===== config.mk =====
export PLATFORM = sky130hd
export DESIGN_NAME = unified_mem_arbiter_flat
export DESIGN_NICKNAME = d
export VERILOG_FILES = /design/src/rtl/unified_mem_arbiter_if.sv /design/src/rtl/unified_mem_arbiter.sv /design/src/flat_wrapper.sv
export SDC_FILE = /design/constraint.sdc
export NUM_CORES = 1
export LEC_CHECK = 0
export ABC_AREA = 1
export ABC_CLOCK_PERIOD_IN_PS = 5450
export CAP_MARGIN = 40
export CORE_AREA = 2 2 154 156
export DETAILED_ROUTE_END_ITERATION = 6
export DIE_AREA = 0 0 156 158
export DONT_BUFFER_PORTS = 1
export HOLD_SLACK_MARGIN = 0.05
export PLACE_DENSITY_LB_ADDON = 0.25
export SETUP_SLACK_MARGIN = 0.5
export SLEW_MARGIN = 20
export SYNTH_ARGS = -nofsm -noshare
export SYNTH_HDL_FRONTEND = slang
export SYNTH_SLANG_ARGS = --single-unit

===== constraint.sdc =====
create_clock -name clk -period 5.45 [get_ports clk]
set_clock_uncertainty 0.15 [all_clocks]
set_input_delay 1.635 -clock clk [delete_from_list [all_inputs] [get_ports clk]]
set_output_delay 1.635 -clock clk [all_outputs]
set_load 0.05 [all_outputs]

===== src/rtl/unified_mem_arbiter_if.sv =====
// Bundle of request, response and memory-side signals for unified_mem_arbiter.
//   master : arbiter side. It takes the two requests and mem_rdata, and drives
//            the grants, the responses, the memory command and busy.
//   slave  : environment side (core pipeline plus the unified memory).
// Request side : if_req_valid/ready, if_addr, d_req_valid/ready, d_addr,
//                d_wmask, d_wdata
// Response side: if_resp_valid/data, d_resp_valid/data
// Memory side  : mem_addr, mem_w_mask, mem_wdata, mem_rdata
// Status       : busy
interface unified_mem_arbiter_if #(
  parameter int ADDR_W = 16,
  parameter int DATA_W = 64
);
  logic              if_req_valid;
  logic              if_req_ready;
  logic [ADDR_W-1:0] if_addr;
  logic              if_resp_valid;
  logic [DATA_W-1:0] if_resp_data;

  logic              d_req_valid;
  logic              d_req_ready;
  logic [ADDR_W-1:0] d_addr;
  logic [7:0]        d_wmask;
  logic [DATA_W-1:0] d_wdata;
  logic              d_resp_valid;
  logic [DATA_W-1:0] d_resp_data;

  logic [ADDR_W-1:0] mem_addr;
  logic [7:0]        mem_w_mask;
  logic [DATA_W-1:0] mem_wdata;
  logic [DATA_W-1:0] mem_rdata;

  logic              busy;

  modport master (
    input  if_req_valid, if_addr, d_req_valid, d_addr, d_wmask, d_wdata, mem_rdata,
    output if_req_ready, if_resp_valid, if_resp_data,
           d_req_ready, d_resp_valid, d_resp_data,
           mem_addr, mem_w_mask, mem_wdata, busy
  );

  modport slave (
    output if_req_valid, if_addr, d_req_valid, d_addr, d_wmask, d_wdata, mem_rdata,
    input  if_req_ready, if_resp_valid, if_resp_data,
           d_req_ready, d_resp_valid, d_resp_data,
           mem_addr, mem_w_mask, mem_wdata, busy
  );
endinterface


===== src/rtl/unified_mem_arbiter.sv =====
// unified_mem_arbiter: shares one single-ported, synchronous-read memory
// between the instruction-fetch port (IF) and the load/store port (D).
// Only one transaction is in flight at a time. It runs IDLE -> ISSUE -> WAIT
// (MEM_LAT cycles) -> RESP. The owner gets a one-cycle response pulse in RESP.
// A new request can be accepted in that same RESP cycle.
// D has priority. After STARVE_MAX consecutive D grants taken while IF was
// waiting, the next contested grant goes to IF.
// Ports:
//   clk  : rising-edge clock
//   rst  : asynchronous active-low reset
//   bus  : unified_mem_arbiter_if.master (requests, responses, memory, busy)
module unified_mem_arbiter #(
  parameter int ADDR_W     = 16,
  parameter int DATA_W     = 64,
  parameter int MEM_LAT    = 1,   // 1..7
  parameter int STARVE_MAX = 4    // 1..15
)(
  input  logic                  clk,
  input  logic                  rst,
  unified_mem_arbiter_if.master bus
);

  localparam logic [2:0] LAT_M1 = 3'(MEM_LAT - 1);
  localparam logic [3:0] SMAX   = 4'(STARVE_MAX);

  typedef enum logic [1:0] {
    S_IDLE  = 2'd0,
    S_ISSUE = 2'd1,
    S_WAIT  = 2'd2,
    S_RESP  = 2'd3
  } state_t;

  state_t            state_q, state_d;
  logic [2:0]        wait_q;
  logic [3:0]        starve_q;
  logic              own_d_q;     // 1: D owns the transaction in flight
  logic              is_wr_q;     // transaction in flight is a D write
  logic [ADDR_W-1:0] mem_addr_q;
  logic [7:0]        mem_w_mask_q;
  logic [DATA_W-1:0] mem_wdata_q;
  logic [DATA_W-1:0] rdata_q;

  logic              accept_win;
  logic              pick_d;
  logic              d_hs;
  logic              if_hs;
  logic              hs;
  logic              resp_if;
  logic              resp_d;

  // Grant and next state. The readies are gated by rst so that every output
  // is already low while reset is asserted, even when a valid is held high.
  always_comb begin
    accept_win = 1'b0;
    pick_d     = 1'b0;
    d_hs       = 1'b0;
    if_hs      = 1'b0;
    hs         = 1'b0;
    state_d    = state_q;

    accept_win = rst && (state_q == S_IDLE || state_q == S_RESP);
    // D wins a contested grant unless IF has already waited STARVE_MAX times.
    pick_d = bus.d_req_valid && !(bus.if_req_valid && starve_q == SMAX);
    d_hs   = accept_win && pick_d;
    if_hs  = accept_win && bus.if_req_valid && !pick_d;
    hs     = d_hs || if_hs;

    case (state_q)
      S_IDLE:  if (hs) state_d = S_ISSUE;
      S_ISSUE: state_d = S_WAIT;
      S_WAIT:  if (wait_q == 3'd0) state_d = S_RESP;
      S_RESP:  state_d = hs ? S_ISSUE : S_IDLE;
      default: state_d = S_IDLE;
    endcase
  end

  always_ff @(posedge clk or negedge rst) begin
    if (!rst) begin
      state_q <= S_IDLE;
    end else begin
      state_q <= state_d;
    end
  end

  // Datapath. The memory command is loaded straight from the granted request
  // at the handshake edge, so it is already valid during the ISSUE cycle.
  always_ff @(posedge clk or negedge rst) begin
    if (!rst) begin
      wait_q       <= '0;
      starve_q     <= '0;
      own_d_q      <= 1'b0;
      is_wr_q      <= 1'b0;
      mem_addr_q   <= '0;
      mem_w_mask_q <= '0;
      mem_wdata_q  <= '0;
      rdata_q      <= '0;
    end else begin
      if (hs) begin
        own_d_q      <= d_hs;
        is_wr_q      <= d_hs && (bus.d_wmask != 8'h00);
        mem_addr_q   <= d_hs ? bus.d_addr : bus.if_addr;
        mem_w_mask_q <= d_hs ? bus.d_wmask : 8'h00;
        if (d_hs) mem_wdata_q <= bus.d_wdata;
        // The starvation count advances only on a D grant that IF also wanted.
        if (d_hs && bus.if_req_valid)
          starve_q <= (starve_q == SMAX) ? SMAX : starve_q + 4'd1;
        else
          starve_q <= '0;
      end else begin
        // The write enables only ever last for the one ISSUE cycle.
        mem_w_mask_q <= 8'h00;
      end

      if (state_q == S_ISSUE)
        wait_q <= LAT_M1;
      else if (state_q == S_WAIT && wait_q != 3'd0)
        wait_q <= wait_q - 3'd1;

      // Register read data on the last WAIT edge. A write returns zero.
      if (state_q == S_WAIT && wait_q == 3'd0)
        rdata_q <= is_wr_q ? '0 : bus.mem_rdata;
    end
  end

  assign resp_if = (state_q == S_RESP) && !own_d_q;
  assign resp_d  = (state_q == S_RESP) &&  own_d_q;

  assign bus.if_req_ready  = if_hs;
  assign bus.d_req_ready   = d_hs;
  assign bus.if_resp_valid = resp_if;
  assign bus.if_resp_data  = resp_if ? rdata_q : '0;
  assign bus.d_resp_valid  = resp_d;
  assign bus.d_resp_data   = resp_d ? rdata_q : '0;
  assign bus.mem_addr      = mem_addr_q;
  assign bus.mem_w_mask    = mem_w_mask_q;
  assign bus.mem_wdata     = mem_wdata_q;
  assign bus.busy          = (state_q != S_IDLE);

endmodule


===== src/flat_wrapper.sv =====
// flat-port wrapper written by rule: the top's interface ports become plain ports
module unified_mem_arbiter_flat 
#(
  parameter int ADDR_W     = 16,
  parameter int DATA_W     = 64,
  parameter int MEM_LAT    = 1,          
  parameter int STARVE_MAX = 4            
)
  (clk, rst, bus_if_req_valid, bus_if_addr, bus_d_req_valid, bus_d_addr, bus_d_wmask, bus_d_wdata, bus_mem_rdata, bus_if_req_ready, bus_if_resp_valid, bus_if_resp_data, bus_d_req_ready, bus_d_resp_valid, bus_d_resp_data, bus_mem_addr, bus_mem_w_mask, bus_mem_wdata, bus_busy);
  unified_mem_arbiter_if #(.ADDR_W(ADDR_W), .DATA_W(DATA_W)) bus_i ();
  input  logic clk;
  input  logic rst;
  input wire logic [$bits(bus_i.if_req_valid)-1:0] bus_if_req_valid;
  input wire logic [$bits(bus_i.if_addr)-1:0] bus_if_addr;
  input wire logic [$bits(bus_i.d_req_valid)-1:0] bus_d_req_valid;
  input wire logic [$bits(bus_i.d_addr)-1:0] bus_d_addr;
  input wire logic [$bits(bus_i.d_wmask)-1:0] bus_d_wmask;
  input wire logic [$bits(bus_i.d_wdata)-1:0] bus_d_wdata;
  input wire logic [$bits(bus_i.mem_rdata)-1:0] bus_mem_rdata;
  output wire logic [$bits(bus_i.if_req_ready)-1:0] bus_if_req_ready;
  output wire logic [$bits(bus_i.if_resp_valid)-1:0] bus_if_resp_valid;
  output wire logic [$bits(bus_i.if_resp_data)-1:0] bus_if_resp_data;
  output wire logic [$bits(bus_i.d_req_ready)-1:0] bus_d_req_ready;
  output wire logic [$bits(bus_i.d_resp_valid)-1:0] bus_d_resp_valid;
  output wire logic [$bits(bus_i.d_resp_data)-1:0] bus_d_resp_data;
  output wire logic [$bits(bus_i.mem_addr)-1:0] bus_mem_addr;
  output wire logic [$bits(bus_i.mem_w_mask)-1:0] bus_mem_w_mask;
  output wire logic [$bits(bus_i.mem_wdata)-1:0] bus_mem_wdata;
  output wire logic [$bits(bus_i.busy)-1:0] bus_busy;
  assign bus_i.if_req_valid = bus_if_req_valid;
  assign bus_i.if_addr = bus_if_addr;
  assign bus_i.d_req_valid = bus_d_req_valid;
  assign bus_i.d_addr = bus_d_addr;
  assign bus_i.d_wmask = bus_d_wmask;
  assign bus_i.d_wdata = bus_d_wdata;
  assign bus_i.mem_rdata = bus_mem_rdata;
  assign bus_if_req_ready = bus_i.if_req_ready;
  assign bus_if_resp_valid = bus_i.if_resp_valid;
  assign bus_if_resp_data = bus_i.if_resp_data;
  assign bus_d_req_ready = bus_i.d_req_ready;
  assign bus_d_resp_valid = bus_i.d_resp_valid;
  assign bus_d_resp_data = bus_i.d_resp_data;
  assign bus_mem_addr = bus_i.mem_addr;
  assign bus_mem_w_mask = bus_i.mem_w_mask;
  assign bus_mem_wdata = bus_i.mem_wdata;
  assign bus_busy = bus_i.busy;
  unified_mem_arbiter #(.ADDR_W(ADDR_W), .DATA_W(DATA_W), .MEM_LAT(MEM_LAT), .STARVE_MAX(STARVE_MAX)) u_core (.clk(clk), .rst(rst), .bus(bus_i));
endmodule

==> flow_metrics.tcl <==
set metrics [dict create \
    drtIter0Drc 308 \
    ys_ff_latch 163 \
    tns_ns 0 \
    synth_cells 888 \
    gp_congestion 0.7276 \
    min_path_cells 1 \
    grt-ovfl-total 0 \
    final_cell_count_no_fill 1170 \
    routed_via_density 4.680 \
    fin_crit_ns 4.392 \
    leakage_nw 3.960 \
    dieArea_um2 24650 \
    synth_area_um2 7234 \
    min-delay-path-class "reg -> reg" \
    port_buffers 0 \
    grt_use_total_pct 14.89 \
    synth.distinct_cells 21 \
    start_util_pct 31.38 \
    grt_pass1_vias 5123 \
    postCtsResizedCells 0 \
    grt_pass1_wl_mm 28.06 \
    pin_count 393 \
    clk_root_buffer_cell "clkbuf_16" \
    ys_warn_count 0 \
    hold_viol_final 0 \
    vdd_ir_drop_max_uv 298.1 \
    relSlewSlack_pct 39.55 \
    core_area_um2 23050 \
    hpwl_mm 13.52 \
    slew_violations 0 \
    critPathKind "in -> out" \
    row_count 56 \
    setup_viol 0 \
    maxCapViolCount 0 \
    fin_crit_sh_pct 80.58 \
    cts_buffers 17 \
    die_h_um 158 \
    clock_sinks 163 \
    antenna_found_initial 0 \
    syn_nets 1068 \
    drive_above_1_share_pct 6.136 \
    grt_setup_unrepaired "false" \
    grt_max_degree 166 \
    crit_path_start_kind "input pin" \
    cts_buffer_depth 2 \
    tightest_slew_ns 0.9034 \
    fin_nets 1047 \
    critPathRequiredTime_ns 3.67 \
    arrival_ns 2.61 \
    post_cts_buffers 0 \
    synth.avg_cell_area_um2 8.147 \
    vias 5476 \
    die_w_um 156 \
    p_per_area_nw_per_um2 745.7 \
    insertedDiodeCount 0 \
    cts_tree "done" \
    route.detailed.drc 0 \
    r2r_cells 8 \
    finish.utilization_pct 34.79 \
    power_mw 5.980 \
    outcome "finished clean" \
    wire_per_inst_um 16.46 \
    detail-route-antenna-nets 0 \
    h-tree-depth 4 \
    area_delta_synth_final_pct 10.84 \
    clock_latency_ns 0.41 \
    cts_hold_buf 0 \
    drt-total-wl_mm 19.26 \
    clock.fmax_mhz 227.7 \
    ys_seq_area_share_pct 56.38 \
    clk_pin_slew_worst_paths_ns 0.07 \
    cp-end-kind "output port" \
    crit_path_max_fanout 165 \
    dp.cells 1138 \
    hold_slack_ns 0.3445 \
    drt_first_pass_iters 5 \
]
[per-layer routing]
layer	GRT usage (%)	wire length [um]	vias up
met2	25.39	9445	251
met5	0	0	-
li1	-	-	2672
met3	5.475	1556	8
met1	17.80	8095	2545
met4	4.019	165	0
[critical path: stages]
cell and delay [ns]:
inv_1 0.04, nor2_1 0.20, nand2_1 0.15, nor2_4 0.53
[where the power goes]
part / switching, mW / total (mW) / internal (mW)
clock: 0.540 / 1.24 / 0.705
sequential: 1.28 / 2.96 / 1.68
combinational: 1.38 / 1.77 / 0.393
[state kept, by name (all words and copies together), names as in the netlist]
signal and flops:
u_core.bus.mem_w_mask 8, u_core.wait_q 3, u_core.is_wr_q 1, u_core.bus.mem_wdata 64, u_core.starve_q 4, u_core.state_q 2
u_core.rdata_q 64, u_core.own_d_q 1, u_core.bus.mem_addr 16
[logic make-up after synthesis]
kind of cell,count (synthesis),synth area share [%]
compound gates,79,5.534
xor+xnor,2,0.2422
fa+ha+maj,8,1.384
buf+inv,148,9.374
flops,163,56.38
simple gates,488,27.08
[stage by stage]
stage	instance area [um2]	worst slack, ns
after floorplan	7234	1.263
after global placement	7327	1.102
after detailed placement	7412	1.073
after CTS	8019	1.077
after global routing	8019	0.9825
final	8019	1.058
[worst paths after layout]
check	end	slack [ns]	start
hold reg to reg	u_core.wait_q[0]$_DFFE_PN0P_	0.34	u_core.wait_q[0]$_DFFE_PN0P_
hold / removal	u_core.wait_q[0]$_DFFE_PN0P_	0.34	u_core.wait_q[0]$_DFFE_PN0P_
min in group asynchronous	u_core.bus.mem_wdata[5]$_DFFE_PN0P_	0.75	rst
setup / recovery	bus_if_req_ready	1.06	rst
setup reg to reg	u_core.bus.mem_wdata[22]$_DFFE_PN0P_	2.68	u_core.state_q[0]$_DFFE_PN0P_
max in group asynchronous	u_core.rdata_q[19]$_DFFE_PN0P_	4.09	rst
[cell usage in the layout, fill, tap and decap left out]
cell type / netlist / routed
ha_1: 8 / 8
inv_8: 0 / 3
clkinv_4: 0 / 3
bufinv_16: 0 / 2
clkbuf_16: 0 / 17
dfrtp_1: 163 / 163
xor2_1: 2 / 2
o211ai_1: 1 / 1
nor3_2: 0 / 1
nand2_1: 258 / 256
nor2_1: 140 / 140
clkbuf_8: 0 / 1
o21ai_0: 73 / 73
nand4_1: 2 / 2
a21oi_1: 3 / 3
inv_6: 0 / 4
buf_4: 1 / 12
nor2_4: 1 / 1
clkinv_2: 0 / 1
o22ai_1: 2 / 2
nand2_2: 0 / 2
inv_1: 92 / 91
nand2_4: 1 / 1
buf_12: 0 / 2
inv_2: 2 / 3
clkinvlp_4: 0 / 1
nand3_1: 85 / 85
[Yosys cell counts (all sizes together)]
cell type | instances | area share, %
nand4 | 2 | 0.17
o211ai | 1 | 0.10
inv | 94 | 4.9
clkbuf | 23 | 1.2
xor2 | 2 | 0.24
a21oi | 3 | 0.21
o22ai | 2 | 0.17
nand3 | 85 | 5.9
dfrtp | 163 | 56
nor2 | 141 | 7.4
o21ai | 73 | 5.1
ha | 8 | 1.4
buf | 31 | 3.3
nor3 | 1 | 0.069
nand2 | 259 | 14
[layout make-up]
| class | count | area [um2] |
|---|---|---|
| Inverter | 94 | 352.8 |
| Multi-Input combinational cell | 577 | 2487 |
| Fill cell | 2445 | 15030 |
| Timing Repair Buffer | 14 | 130.1 |
| Tap cell | 290 | 362.8 |
| Clock buffer | 18 | 439.2 |
| Clock inverter | 14 | 167.7 |
| Sequential cell | 163 | 4079 |
(Power assumes the default switching activity.)
